### src/rtl/ddr3_init_pkg.sv
// Shared definitions for the DDR3 DFII init sequencer: register map, bit fields,
// FSM states and the step record used by the ROM.
package ddr3_init_pkg;

  localparam logic [7:0] OFS_CONTROL  = 8'h00;
  localparam logic [7:0] OFS_COMMAND  = 8'h04;
  localparam logic [7:0] OFS_ISSUE    = 8'h08;
  localparam logic [7:0] OFS_ADDRESS  = 8'h0C;
  localparam logic [7:0] OFS_BADDRESS = 8'h10;

  localparam logic [31:0] CTL_SEL     = 32'h1;
  localparam logic [31:0] CTL_CKE     = 32'h2;
  localparam logic [31:0] CTL_ODT     = 32'h4;
  localparam logic [31:0] CTL_RESET_N = 32'h8;

  localparam logic [31:0] CMD_CS  = 32'h1;
  localparam logic [31:0] CMD_WE  = 32'h2;
  localparam logic [31:0] CMD_CAS = 32'h4;
  localparam logic [31:0] CMD_RAS = 32'h8;

  localparam logic [4:0] LAST_STEP = 5'd23;

  typedef enum logic [2:0] {ST_IDLE, ST_WRITE, ST_DELAY, ST_DONE, ST_ERROR} state_e;

  typedef enum logic [4:0] {
    DS_CTL_RST, DS_CTL_UNRST, DS_CTL_CKE, DS_CTL_RUN,
    DS_MR0, DS_MR1, DS_MR2, DS_MR3,
    DS_BA0, DS_BA1, DS_BA2, DS_BA3,
    DS_CMD_MRS, DS_CMD_ZQCL, DS_ISSUE, DS_ZQ_ADDR
  } dsel_e;

  typedef enum logic [2:0] {TS_NONE, TS_RST, TS_CKE, TS_XPR, TS_MRD, TS_ZQ} tsel_e;

  typedef struct packed {
    logic [7:0] offset;
    dsel_e      dsel;
    tsel_e      tsel;
  } step_rec_t;

endpackage

### src/rtl/ddr3_init_rom.sv
// Combinational step table: maps a write index to its DFII offset, data word,
// post-write delay and a last-write flag.
module ddr3_init_rom
  import ddr3_init_pkg::*;
#(
  parameter int unsigned T_RST_CYC = 20000,
  parameter int unsigned T_CKE_CYC = 50000,
  parameter int unsigned T_XPR_CYC = 64,
  parameter int unsigned T_MRD_CYC = 4,
  parameter int unsigned T_ZQ_CYC  = 512,
  parameter logic [13:0] MR0 = 14'h0520,
  parameter logic [13:0] MR1 = 14'h0006,
  parameter logic [13:0] MR2 = 14'h0200,
  parameter logic [13:0] MR3 = 14'h0000
) (
  input  logic [4:0]  i_step,
  output logic [7:0]  o_offset,
  output logic [31:0] o_data,
  output logic [31:0] o_delay,
  output logic        o_last
);

  step_rec_t w_rec;

  always_comb begin
    w_rec = '{OFS_CONTROL, DS_CTL_RUN, TS_NONE};
    case (i_step)
      5'd0:  w_rec = '{OFS_CONTROL,  DS_CTL_RST,   TS_RST};
      5'd1:  w_rec = '{OFS_CONTROL,  DS_CTL_UNRST, TS_CKE};
      5'd2:  w_rec = '{OFS_CONTROL,  DS_CTL_CKE,   TS_XPR};
      5'd3:  w_rec = '{OFS_ADDRESS,  DS_MR2,       TS_NONE};
      5'd4:  w_rec = '{OFS_BADDRESS, DS_BA2,       TS_NONE};
      5'd5:  w_rec = '{OFS_COMMAND,  DS_CMD_MRS,   TS_NONE};
      5'd6:  w_rec = '{OFS_ISSUE,    DS_ISSUE,     TS_MRD};
      5'd7:  w_rec = '{OFS_ADDRESS,  DS_MR3,       TS_NONE};
      5'd8:  w_rec = '{OFS_BADDRESS, DS_BA3,       TS_NONE};
      5'd9:  w_rec = '{OFS_COMMAND,  DS_CMD_MRS,   TS_NONE};
      5'd10: w_rec = '{OFS_ISSUE,    DS_ISSUE,     TS_MRD};
      5'd11: w_rec = '{OFS_ADDRESS,  DS_MR1,       TS_NONE};
      5'd12: w_rec = '{OFS_BADDRESS, DS_BA1,       TS_NONE};
      5'd13: w_rec = '{OFS_COMMAND,  DS_CMD_MRS,   TS_NONE};
      5'd14: w_rec = '{OFS_ISSUE,    DS_ISSUE,     TS_MRD};
      5'd15: w_rec = '{OFS_ADDRESS,  DS_MR0,       TS_NONE};
      5'd16: w_rec = '{OFS_BADDRESS, DS_BA0,       TS_NONE};
      5'd17: w_rec = '{OFS_COMMAND,  DS_CMD_MRS,   TS_NONE};
      5'd18: w_rec = '{OFS_ISSUE,    DS_ISSUE,     TS_MRD};
      5'd19: w_rec = '{OFS_ADDRESS,  DS_ZQ_ADDR,   TS_NONE};
      5'd20: w_rec = '{OFS_BADDRESS, DS_BA0,       TS_NONE};
      5'd21: w_rec = '{OFS_COMMAND,  DS_CMD_ZQCL,  TS_NONE};
      5'd22: w_rec = '{OFS_ISSUE,    DS_ISSUE,     TS_ZQ};
      5'd23: w_rec = '{OFS_CONTROL,  DS_CTL_RUN,   TS_NONE};
      default: w_rec = '{OFS_CONTROL, DS_CTL_RUN, TS_NONE};
    endcase
  end

  always_comb begin
    o_data = 32'd0;
    case (w_rec.dsel)
      DS_CTL_RST:   o_data = CTL_ODT;
      DS_CTL_UNRST: o_data = CTL_ODT | CTL_RESET_N;
      DS_CTL_CKE:   o_data = CTL_ODT | CTL_RESET_N | CTL_CKE;
      DS_CTL_RUN:   o_data = CTL_SEL;
      DS_MR0:       o_data = {18'd0, MR0};
      DS_MR1:       o_data = {18'd0, MR1};
      DS_MR2:       o_data = {18'd0, MR2};
      DS_MR3:       o_data = {18'd0, MR3};
      DS_BA0:       o_data = 32'd0;
      DS_BA1:       o_data = 32'd1;
      DS_BA2:       o_data = 32'd2;
      DS_BA3:       o_data = 32'd3;
      DS_CMD_MRS:   o_data = CMD_CS | CMD_WE | CMD_CAS | CMD_RAS;
      DS_CMD_ZQCL:  o_data = CMD_CS | CMD_WE;
      DS_ISSUE:     o_data = 32'd1;
      DS_ZQ_ADDR:   o_data = 32'h0000_0400;
      default:      o_data = 32'd0;
    endcase
  end

  always_comb begin
    o_delay = 32'd0;
    case (w_rec.tsel)
      TS_RST:  o_delay = T_RST_CYC;
      TS_CKE:  o_delay = T_CKE_CYC;
      TS_XPR:  o_delay = T_XPR_CYC;
      TS_MRD:  o_delay = T_MRD_CYC;
      TS_ZQ:   o_delay = T_ZQ_CYC;
      default: o_delay = 32'd0;
    endcase
  end

  assign o_offset = w_rec.offset;
  assign o_last   = (i_step == LAST_STEP);

endmodule

### src/rtl/ddr3_init_sequencer.sv
// Wishbone master that walks the DDR3 init ROM, writing each step to the DFII
// block and holding the programmed delay after it.
module ddr3_init_sequencer
  import ddr3_init_pkg::*;
#(
  parameter logic [31:0] BASE_ADDR  = 32'h0000_9000,
  parameter int unsigned T_RST_CYC  = 20000,
  parameter int unsigned T_CKE_CYC  = 50000,
  parameter int unsigned T_XPR_CYC  = 64,
  parameter int unsigned T_MRD_CYC  = 4,
  parameter int unsigned T_ZQ_CYC   = 512,
  parameter logic [13:0] MR0        = 14'h0520,
  parameter logic [13:0] MR1        = 14'h0006,
  parameter logic [13:0] MR2        = 14'h0200,
  parameter logic [13:0] MR3        = 14'h0000,
  parameter int unsigned WB_TIMEOUT = 255
) (
  input  logic        clk,
  input  logic        rst_n,
  input  logic        start,
  output logic        busy,
  output logic        done,
  output logic        error,
  output logic [4:0]  step,
  output logic        wb_cyc,
  output logic        wb_stb,
  output logic        wb_we,
  output logic [31:0] wb_adr,
  output logic [31:0] wb_dat_w,
  output logic [3:0]  wb_sel,
  input  logic        wb_ack,
  input  logic        wb_err
);

  state_e      r_state;
  logic [4:0]  r_step;
  logic        r_busy, r_done, r_error;
  logic        r_cyc, r_stb;
  logic [3:0]  r_sel;
  logic [31:0] r_adr, r_dat;
  logic [31:0] r_cnt, r_to;

  logic [7:0]  w_off;
  logic [31:0] w_data, w_delay, w_adr;
  logic        w_last;

  ddr3_init_rom #(
    .T_RST_CYC(T_RST_CYC), .T_CKE_CYC(T_CKE_CYC), .T_XPR_CYC(T_XPR_CYC),
    .T_MRD_CYC(T_MRD_CYC), .T_ZQ_CYC(T_ZQ_CYC),
    .MR0(MR0), .MR1(MR1), .MR2(MR2), .MR3(MR3)
  ) u_rom (
    .i_step  (r_step),
    .o_offset(w_off),
    .o_data  (w_data),
    .o_delay (w_delay),
    .o_last  (w_last)
  );

  assign w_adr = BASE_ADDR + {24'd0, w_off};

  // WRITE has a setup cycle with stb low so back-to-back writes always see a gap;
  // leaving DELAY launches the bus directly so a delay of N gives ack->stb = N+1.
  always_ff @(posedge clk or negedge rst_n) begin
    if (!rst_n) begin
      r_state <= ST_IDLE;
      r_step  <= 5'd0;
      r_busy  <= 1'b0;
      r_done  <= 1'b0;
      r_error <= 1'b0;
      r_cyc   <= 1'b0;
      r_stb   <= 1'b0;
      r_sel   <= 4'h0;
      r_adr   <= 32'd0;
      r_dat   <= 32'd0;
      r_cnt   <= 32'd0;
      r_to    <= 32'd0;
    end else begin
      case (r_state)
        ST_WRITE: begin
          if (!r_stb) begin
            r_cyc <= 1'b1;
            r_stb <= 1'b1;
            r_sel <= 4'hF;
            r_adr <= w_adr;
            r_dat <= w_data;
            r_to  <= 32'd0;
          end else if (wb_err || (!wb_ack && r_to == WB_TIMEOUT - 1)) begin
            r_cyc   <= 1'b0;
            r_stb   <= 1'b0;
            r_sel   <= 4'h0;
            r_busy  <= 1'b0;
            r_error <= 1'b1;
            r_state <= ST_ERROR;
          end else if (wb_ack) begin
            r_cyc <= 1'b0;
            r_stb <= 1'b0;
            r_sel <= 4'h0;
            if (w_last) begin
              r_busy  <= 1'b0;
              r_done  <= 1'b1;
              r_state <= ST_DONE;
            end else begin
              r_step <= r_step + 5'd1;
              if (w_delay != 32'd0) begin
                r_cnt   <= w_delay;
                r_state <= ST_DELAY;
              end
            end
          end else begin
            r_to <= r_to + 32'd1;
          end
        end
        ST_DELAY: begin
          if (r_cnt == 32'd1) begin
            r_cnt   <= 32'd0;
            r_cyc   <= 1'b1;
            r_stb   <= 1'b1;
            r_sel   <= 4'hF;
            r_adr   <= w_adr;
            r_dat   <= w_data;
            r_to    <= 32'd0;
            r_state <= ST_WRITE;
          end else begin
            r_cnt <= r_cnt - 32'd1;
          end
        end
        default: begin
          if (start) begin
            r_step  <= 5'd0;
            r_busy  <= 1'b1;
            r_done  <= 1'b0;
            r_error <= 1'b0;
            r_state <= ST_WRITE;
          end
        end
      endcase
    end
  end

  assign busy     = r_busy;
  assign done     = r_done;
  assign error    = r_error;
  assign step     = r_step;
  assign wb_cyc   = r_cyc;
  assign wb_stb   = r_stb;
  assign wb_we    = r_cyc;
  assign wb_sel   = r_sel;
  assign wb_adr   = r_adr;
  assign wb_dat_w = r_dat;

endmodule

### config.mk
export PLATFORM = sky130hd
export DESIGN_NAME = ddr3_init_sequencer
export DESIGN_NICKNAME = d
export VERILOG_FILES = /design/src/rtl/ddr3_init_pkg.sv /design/src/rtl/ddr3_init_rom.sv /design/src/rtl/ddr3_init_sequencer.sv
export SDC_FILE = /design/constraint.sdc
export NUM_CORES = 1
export LEC_CHECK = 0
export ABC_AREA = 1
export CAP_MARGIN = 5
export CORE_MARGIN = 8
export CORE_UTILIZATION = 35
export CTS_CLUSTER_SIZE = 28
export DETAILED_ROUTE_END_ITERATION = 10
export PLACE_DENSITY = 0.55
export SYNTH_ARGS = -nofsm -noshare
export SYNTH_HDL_FRONTEND = slang
export SYNTH_SLANG_ARGS = --single-unit
### constraint.sdc
create_clock -name clk -period 1.84 [get_ports clk]
set_input_delay 0.368 -clock clk [delete_from_list [all_inputs] [get_ports clk]]
set_output_delay 0.368 -clock clk [all_outputs]
set_load 0.005 [all_outputs]
## Yosys cells after proc, flatten, opt, wreduce, memory -nomap -nowiden

Memories as Yosys holds them, arrays and structs flattened.
Cells that the tools add are included.
W data, S select, Z words.

| operators by class | value |
|---|---|
| reduce and logical (&&, ||, !) cells | 17 |
| add/sub/neg operators | 4 |
| equality and inequality tests | 25 |
| muxes and demuxes | 63 |
| bitwise logic cells | 1 |

Operators by type and width:

| operator | number |
|---|---|
| $mux W32 | 15 |
| $pmux W32 S2 | 4 |
| $pmux W16 S5 | 1 |
| $add A32 B1 Y32 const B | 1 |
| $eq A32 B1 Y1 const B | 1 |
| $eq A32 B8 Y1 const B | 1 |
| $reduce_bool A32 Y1 | 1 |
| $sub A32 B1 Y32 const B | 1 |
| $mux W5 | 5 |
| $mux W3 | 7 |
| $mux W1 | 19 |
| $reduce_and A6 Y1 | 3 |
| $add A16 B8 Y17 const A | 1 |
| $mux W4 | 4 |
| $ne A2 B2 Y1 const B | 8 |
| $pmux W1 S2 | 5 |
| $pmux W5 S2 | 1 |
| $reduce_and A5 Y1 | 2 |
| $eq A3 B2 Y1 const B | 3 |
| $ne A3 B3 Y1 const B | 3 |
| $pmux W4 S2 | 1 |
| $reduce_and A4 Y1 | 2 |
| $eq A3 B1 Y1 const B | 2 |
| $eq A3 B3 Y1 const B | 2 |
| 15 further kinds | 17 |

| word-level totals | value |
|---|---|
| memories kept | 2 |
| word-level logic and storage cells | 124 |
| ROM bits | 448 |
| register bits | 145 |
| input port bits | 5 |

Memories:

| name | words | width | read ports | clocked after memory_dff | write ports | RTL line | RTL |
|---|---|---|---|---|---|---|---|
| (name not given) | 32 | 10 | 1 | 0 | 0 | ddr3_init_rom.sv:27 | `case (i_step)` |
| (name not given) | 16 | 8 | 1 | 0 | 0 | ddr3_init_rom.sv:58 | `case (w_rec.dsel)` |

## Depth between registers and ports, before layout

Gate-level depths: netlist (run 1).
An unclocked memory read counts as a cell.

| depth | value |
|---|---|
| word-level depth | 10 |
| gate-level depth with buffers | 15 |
| depth with buffers taken out | 15 |

## Modules after synthesis

From an unflattened synthesis (run 1), not the netlist that was laid out.

| second synthesis, totals | value |
|---|---|
| cells, all modules | 1314 |
| area, all modules | 8710.9 µm² |

By module, submodules not included:

| module | times used | cells each | area an instance (µm²) |
|---|---|---|---|
| ddr3_init_sequencer | 1 | 1154 | 7737.4 |
| ddr3_init_rom | 1 | 160 | 973.4 |

## Worst setup path before layout (run 1)

Ideal clock, no wire load.

| timing path | value |
|---|---|
| path type | reg2reg |
| start | reg r_step[0] (netlist: step[0]) |
| end | reg r_dat[1] (netlist: wb_dat_w[1]) |
| cell stages (with the launch flop) | 15 |
| path slack | -0.173 ns |
| required time | 1.724 ns |
| data arrival time | 1.896 ns |
| setup time | 0.116 ns |
| period minus slack after synthesis | 2.013 ns |
| cells stage by stage | dfrtp_1 inv_1 ha_1 inv_1 o21ai_0 nand3_1 nand3_1 inv_1 ha_1 o21ai_0 inv_1 o21ai_0 nand2_1 nand2_1 nand2_1 |

| between the ends | value |
|---|---|
| word-level cells in the longest chain between the ends | 5 |
| elaborated cells between the ends (all ways) | 6 |
| those cells by class | 4 x mux; 2 x memory |

Ends and longest elaborated chain:

| element | RTL line | RTL |
|---|---|---|
| start: declaration | ddr3_init_sequencer.sv:36 | `logic [4:0] r_step;` |
| start signal: assignment | ddr3_init_sequencer.sv:103 | `r_step <= r_step + 5'd1;` |
| $mem_v2 Z32 W10 * | - |  |
| $mem_v2 Z16 W8 * | - |  |
| $mux W32 * | ddr3_init_rom.sv:58 |  |
| $mux W32 (on tied branches) | ddr3_init_sequencer.sv:114, ddr3_init_sequencer.sv:80 |  |
| $pmux W32 S2 * | ddr3_init_sequencer.sv:78 | `case (r_state)` |
| end signal: assignment | ddr3_init_sequencer.sv:85 | `r_dat <= w_data;` |
| end signal: assignment | ddr3_init_sequencer.sv:120 | `r_dat <= w_data;` |
| end: declaration | ddr3_init_sequencer.sv:40 | `logic [31:0] r_adr, r_dat;` |

Mark *: on every way between the ends. The rest lies on a longest branch, timed or not. The select of a mux whose other input is x is not followed.
A chain may end at the register's enable or synchronous reset.

## Worst setup path after layout (run 1)

| timing path | value |
|---|---|
| start | reg r_step[0] (netlist: step[0]) |
| end | reg r_dat[10] (netlist: wb_dat_w[10]) |

The elaborated chain is that of the path after synthesis.

==> flow_metrics.env, run 1 <==
export IMPL_skew_ns=0.0157
export IMPL_mostFrequentLayoutCells="nand2_1 (238), buf_4 (114), nor2_1 (106)"
export IMPL_p_per_area_nw_per_um2=1510
export IMPL_ant_nets=0
export IMPL_place_congestion=0.931
export IMPL_synth_area_mux_share_pct=0
export IMPL_synth_compound_area_share_pct=10.3
export IMPL_start_util_pct=35.3
export IMPL_final_common_cell="nand2_1"
export IMPL_drc_errors=0
export IMPL_synth_ff_type="dfrtp_1"
export IMPL_ys_seq_elements=88
export IMPL_synthXorXnorAreaFrac_pct=2.71
export IMPL_cts_root_buf="clkbuf_16"
export IMPL_dp_cells=1390
export IMPL_die_y_um=155
export IMPL_numCtsBuffers=9
export IMPL_cts_htree_levels=3
export IMPL_die_w_um=155
export IMPL_worstPathArrival_ns=2.25
export IMPL_vdd_drop_max_v=0.000883
export IMPL_avgViaCountPerCell=4.86
export IMPL_synth_simple_area_share_pct=37.1
export IMPL_vias=6976
export IMPL_drv_cap=0
export IMPL_grt_pass1_wl_um=32600
export IMPL_finalHoldViolCount=0
export IMPL_cts_max_path_buffers=2
export IMPL_multi_input_area_um2=4530
export IMPL_pre_cts_slack_ns=-0.209
export IMPL_port_buffers=32
export IMPL_rsz0062_at_grt="true"
export IMPL_finalNonFillerCells=1436
export IMPL_ioPinCount=84
export IMPL_avgRoutedWirePerCell_um=14.8
export IMPL_avgSynthCellArea_um2=6.74
export IMPL_p_leak_nw=4.56
export IMPL_drive_above_1_share_pct=32.8
export IMPL_place_area_um2=8030
export IMPL_antenna_found_initial=0
export IMPL_yosysSeqAreaShare_pct=32.5
export IMPL_track_usage_pct=16.8
export IMPL_drt_pass1_iterations=7
export IMPL_period_minus_slack_ns=1.96
export IMPL_route_met2_wl_um=10100
export IMPL_synth_edf_count=0
export IMPL_final_util_pct=49.6
export IMPL_die_area_um2=24100
export IMPL_critPathMaxStageDelay_ns=0.45
export IMPL_fin_crit_sh_pct=107
export IMPL_synth_warnings=0
export IMPL_critical_path_slowest_cell="dfrtp_2"
export IMPL_first_global_vias=6523
export IMPL_critical_path_class="reg2reg"
export IMPL_setup_viol=48
export IMPL_std_cell_rows=51
export IMPL_clock_latency_ns=0.35
export IMPL_path_cells="inv_4 -> ha_4 -> or2_4 -> nand3_2 -> o211ai_1 -> inv_1 -> ha_2 -> nand2_2 -> nor2_4 -> o21ai_1 -> nand2_1"
export IMPL_synthesis_area_um2=6780
export IMPL_cts_tree="built"
export IMPL_synthAdderAreaFrac_pct=2.77
export IMPL_seq_area_um2=2210
export IMPL_synthArstFlopShare_pct=100
export IMPL_cp_max_fo=4
export IMPL_synth_top_family_by_area="simple AND/OR/NAND/NOR gates"
export IMPL_drt_met1_wl_um=9590
export IMPL_dp_hpwl_um=14900
export IMPL_worst_slack_ns=-0.123
export IMPL_status="complete, but fails checks"
export IMPL_area_growth_pct=40.6
export IMPL_grt_overflow=0
export IMPL_routed_wl_um=21200
export IMPL_grt_max_degree=35
export IMPL_fillerInstances=1872
export IMPL_clock_sinks=88
export IMPL_hp_class="reg2reg"
export IMPL_whs_ns=0.485
export IMPL_fmax_mhz=509
export IMPL_startpoint_type="register"
export IMPL_end_kind="register"
export IMPL_top_layer="met4"
export IMPL_syn_inst=1006
export IMPL_core_um2=19200
export IMPL_first_iter_violations=482
export IMPL_synth_distinct_cells=38
export IMPL_required_ns=2.13
export IMPL_clk_pin_slew_ns=0.08
export IMPL_design_area_um2=9530
export IMPL_n_antenna_cell=0
export IMPL_dr_wl_met3_um=1170
export IMPL_violations="setup timing"
export IMPL_fin_nets=1188
export IMPL_final_max_slew_viol_count=0
timing repair:
action	in CTS	in global routing
resized for setup	54	192
buffers inserted	5	14
hold buffers	1	0
hold endpoints to repair	25	0
setup endpoints to repair	77	89
gates cloned	4	9
pin swaps	17	35
worst max-delay path, delay by kind of cell (launching register included):
family                   cells  cell delay, ns
AO/OA/AOI/OAI                2            0.26
flip-flops                   1            0.45
adder cells (fa/ha/maj)      2            0.38
AND/OR/NAND/NOR              5            0.55
buffers and inverters        2            0.24
final timing paths:
kind	slack (ns)	startpoint	end	cells after the start
max	-0.12	step[0]$_DFFE_PN0P_	wb_dat_w[10]$_DFFE_PN0P_	11
min	0.49	wb_dat_w[3]$_DFFE_PN0P_	wb_dat_w[3]$_DFFE_PN0P_	2
max reg2reg	-0.12	step[0]$_DFFE_PN0P_	wb_dat_w[10]$_DFFE_PN0P_	11
min reg2reg	0.49	wb_dat_w[3]$_DFFE_PN0P_	wb_dat_w[3]$_DFFE_PN0P_	2
max in group asynchronous	0.74	rst_n	r_cnt[14]$_DFFE_PN0P_	3
min in group asynchronous	0.50	rst_n	wb_dat_w[0]$_DFFE_PN0P_	2
flip-flops by register name (all words and copies together) (netlist names):
name,count
wb_adr,4
wb_stb,1
step,5
done,1
busy,1
wb_sel,1
r_state,3
error,1
r_cnt,32
r_to,32
wb_dat_w,7
per-layer routing:
layer  up-vias  track usage [%]
met2       192             27.2
met3        31             3.58
met4         0             4.81
li1       3456                -
met5         -                0
met1      3297             22.1
synth_stat cells (all sizes together) (2+ instances only):
cell    number  share of area (%)
xor2        19                2.5
clkbuf      10               0.55
nand3       61                4.5
buf         70                8.1
a31oi        3               0.28
ha          15                2.8
xnor2        2               0.26
o21ai       92                8.6
nor3        18                1.4
inv        105                5.8
clkinv       2               0.11
nor2       148                8.9
nand2      305                 17
a21oi        3               0.22
or2          3               0.28
o21bai       2               0.22
a21boi       2               0.22
nand4       49                4.7
dfrtp       88                 32
o31ai        4               0.44
report_power, final:
part / internal [mW] / switching, mW / total [mW]
Sequential: 2.34 / 0.391 / 2.73
Combinational: 4.48 / 5.47 / 9.95
Clock: 0.937 / 0.805 / 1.74
area by class of cell:
| type | count | area share (%) |
|---|---|---|
| well taps | 265 | 3.48 |
| multi-input cells | 782 | 47.6 |
| flip-flops and latches | 88 | 23.2 |
| repair buffers | 180 | 18.6 |
| clock inverters | 3 | 0.210 |
| inverters | 107 | 4.37 |
| clock buffers | 11 | 2.55 |
metrics by stage:
stage	power, mW	TNS [ns]
after CTS	12.4	-2.87
after global routing	15.4	-7.35
final	14.4	-2.00
after global placement	9.46	-7.75
after detailed placement	9.46	-10.07
after floorplan	6.90	0
logic make-up (layout without fill, tap and decap cells):
kind of cell / count (synthesis) / in the layout
XOR/XNOR: 21 / 21
adder cells (fa/ha/maj): 15 / 15
buffers and inverters: 187 / 301
other: 1 / 51
flip-flops: 88 / 88
AND/OR/NAND/NOR: 585 / 586
AO/OA/AOI/OAI: 109 / 109
No activity file was read; power rests on OpenSTA's default activity.
==> inputs of run 2 (changes only) <==
- ABC_AREA: 1 -> 0
- PLACE_DENSITY: 0.55 -> 0.56
==> flow_metrics.env, run 2 <==
export IMPL_dp_hpwl_um=12400
export IMPL_p_leak_nw=4.13
export IMPL_p_int_mw=8.63
export IMPL_numCtsBuffers=9
export IMPL_clock_sinks=88
export IMPL_yosysTopAreaCellShare_pct=38.3
export IMPL_clockPowerShare_pct=14.1
export IMPL_routed_wl_um=19300
export IMPL_fin_nets=936
export IMPL_yosys_area_top_type="dfrtp_1"
export IMPL_vias=6067
export IMPL_critPathMaxStageDelay_ns=0.51
export IMPL_cts_root_buf="clkbuf_16"
export IMPL_grt_pass1_wl_um=29800
export IMPL_drive_above_1_share_pct=43.6
export IMPL_worst_slack_ns=-0.843
export IMPL_drv_cap=0
export IMPL_ioPinCount=84
export IMPL_synth_warnings=0
export IMPL_required_ns=2.12
export IMPL_avgViaCountPerCell=5.32
export IMPL_synth_top_cells_by_count="dfrtp_1 (88), buf_4 (58), nand2_1 (58), o21ai_0 (56), a21oi_1 (47)"
export IMPL_rsz0062_at_grt="true"
export IMPL_critPathMostFrequentCell="or3_4"
export IMPL_std_cell_rows=47
export IMPL_fin_crit_sh_pct=146
export IMPL_n_antenna_cell=0
export IMPL_grt_max_degree=35
export IMPL_avgRoutedWirePerCell_um=16.9
export IMPL_relSlewSlack_pct=36.6
export IMPL_start_util_pct=35.2
export IMPL_tightest_slew_ns=0.948
export IMPL_place_congestion=0.865
export IMPL_r2r_end="r_cnt[20]$_DFFE_PN0P_"
export IMPL_worstPathArrival_ns=2.97
export IMPL_path_cells="buf_4 -> or3_4 -> or3_4 -> or4_4 -> or3_4 -> or3_4 -> a21oi_2"
export IMPL_pwr_share_comb_pct=68.3
export IMPL_port_buffers=32
export IMPL_first_iter_violations=334
export IMPL_status="complete, but fails checks"
export IMPL_cp_max_fo=3
export IMPL_skew_ns=0.0122
export IMPL_synth_ff_type="dfrtp_1"
export IMPL_critical_path_class="reg2reg"
export IMPL_core_um2=16300
export IMPL_antenna_found_initial=0
export IMPL_area_growth_pct=61.9
export IMPL_die_y_um=144
export IMPL_hp_class="in2async"
export IMPL_startpoint_type="register"
export IMPL_final_max_slew_viol_count=0
export IMPL_fmax_mhz=373
export IMPL_syn_inst=670
export IMPL_mostFrequentLayoutCells="buf_4 (185), dfrtp_1 (86), conb_1 (51)"
export IMPL_clk_pin_slew_ns=0.07
export IMPL_synthArstFlopShare_pct=100
export IMPL_avgSynthCellArea_um2=8.59
export IMPL_die_w_um=144
export IMPL_setup_tns_ns=-56.37
export IMPL_critical_path_slowest_cell="or4_4"
export IMPL_switching_share_pct=42.0
export IMPL_violations="setup timing"
export IMPL_vdd_drop_max_v=0.000651
export IMPL_end_kind="register"
export IMPL_drt_pass1_iterations=5
export IMPL_synth_distinct_cells=62
export IMPL_grt_overflow=0
export IMPL_cts_tree="built"
export IMPL_synth_edf_count=0
export IMPL_synth_area_leaders="dfrtp_1 (38%), buf_4 (7.6%), o21ai_0 (4.9%)"
export IMPL_yosysSeqAreaShare_pct=38.3
export IMPL_final_common_cell="buf_4"
export IMPL_final_util_pct=57.0
export IMPL_timing_rr_start="r_cnt[14]$_DFFE_PN0P_"
export IMPL_rr_worst_depth=7
export IMPL_finalHoldViolCount=0
export IMPL_drc_errors=0
export IMPL_clock_latency_ns=0.36
export IMPL_track_usage_pct=17.9
export IMPL_first_global_vias=6094
export IMPL_period_minus_slack_ns=2.68
export IMPL_cts_max_path_buffers=2
export IMPL_ant_nets=0
export IMPL_fillerInstances=1413
export IMPL_rrSetupSlack_ns=-0.84
export IMPL_die_area_um2=20800
export IMPL_seqPwrFrac_pct=17.7
export IMPL_cts_htree_levels=3
export IMPL_p_per_area_nw_per_um2=1600
export IMPL_synth_most_common_cell="dfrtp_1"
export IMPL_netSwitchingPower_mw=6.24
export IMPL_synthesis_area_um2=5750
export IMPL_ys_seq_elements=88
export IMPL_setup_viol=80
==> run 2: changes by cell type after synthesis, sizes merged, moves of 8 or more <==
cell	previous run	this run
o21ai	92	56
clkbuf	10	21
nor2	148	39
nand2b	0	11
nand4	49	13
nand3	61	26
or4	0	19
nor4	0	26
or3	0	29
xor2	19	4
mux2i	0	8
a21oi	3	47
nand2	305	58
inv	105	19
==> run 2: through the flow <==
stage / power, mW / hold slack (ns) / instance area, um2 / instances / setup slack (ns)
final: 14.9 / 0.467 / 9320 / 1141 / -0.843
after global routing: 15.7 / 0.502 / 9320 / 1141 / -0.931
after CTS: 13.6 / 0.472 / 8710 / 1126 / -0.847
after detailed placement: 9.94 / 0.318 / 7610 / 1078 / -0.845
after global placement: 9.76 / 0.313 / 7610 / 1078 / -0.803
after floorplan: 6.59 / 0.0724 / 6130 / 720 / -0.946
==> run 2: layer usage <==
metal	global-route usage (%)	wire (um)	vias up
met5	0	0	-
li1	-	-	2879
met2	32.6	10100	152
met1	20.6	7950	2997
met4	7.01	487	0
met3	2.71	799	39
==> run 2: critical path, delay by kind of cell (launching register included) <==
| kind | cells | cell delay [ns] |
|---|---|---|
| simple gates | 5 | 1.96 |
| flops | 1 | 0.38 |
| compound gates | 1 | 0.13 |
| buf+inv | 1 | 0.14 |
==> run 2: worst max path at each step <==
| stage | start | endpoint | slack [ns] | cells past startpoint |
|---|---|---|---|---|
| after CTS | r_cnt[9]$_DFFE_PN0P_ | r_cnt[20]$_DFFE_PN0P_ | -0.85 | 6 |
| after detailed placement | r_cnt[10]$_DFFE_PN0P_ | r_cnt[20]$_DFFE_PN0P_ | -0.85 | 6 |
| after global routing | r_cnt[14]$_DFFE_PN0P_ | r_to[6]$_DFFE_PN0P_ | -0.93 | 8 |
| final | r_cnt[14]$_DFFE_PN0P_ | r_cnt[20]$_DFFE_PN0P_ | -0.84 | 7 |
| after floorplan | r_cnt[8]$_DFFE_PN0P_ | r_cnt[20]$_DFFE_PN0P_ | -0.95 | 8 |
| after global placement | r_cnt[10]$_DFFE_PN0P_ | r_cnt[20]$_DFFE_PN0P_ | -0.80 | 6 |
==> run 2: kinds of logic (layout without fill, tap and decap cells) <==
logic type / count (synthesis) / after routing / synth area share [%]
adders and majority gates: 15 / 15 / 3.26
buffers and inverters: 111 / 308 / 11.5
and+or+nand+nor: 263 / 266 / 24.8
xor gates and xnor gates: 4 / 4 / 0.609
muxes: 10 / 10 / 1.98
DFF: 88 / 88 / 38.3
other: 1 / 51 / 0.0652
AOI/OAI and AO/OA: 178 / 179 / 19.5
==> run 2: what timing repair did <==
item	CTS	global route
pin swaps	41	29
hold buffers	1	0
gates cloned	10	2
setup endpoints to repair	89	88
hold endpoints to repair	23	0
gates resized for setup	109	99
buffers inserted	21	14
==> run 2: power groups by stage <==
stage	sequential (mW)	clock, mW	combinational, mW
finish	2.62	2.10	10.1
global route	2.67	2.22	10.8
CTS	2.60	2.13	8.88
detailed placement	2.63	0	7.32
global placement	2.60	0	7.16
floorplan	2.68	0	3.90
==> run 2: cell type report <==
class	instances	area, um2	share of cell area (%)
inverters	19	71.3	0.765
well taps	220	275	2.95
flip-flops and latches	88	2200	23.7
clock buffers	10	239	2.56
clock inverters	6	90.1	0.967
repair buffers	273	2480	26.6
multi-input cells	525	3960	42.5
==> inputs of run 3 (changes only) <==
- CTS_CLUSTER_SIZE: 28 -> 20
==> results of run 3 <==
Same layout as run 2: the final DEF is identical, and so are final timing and power.
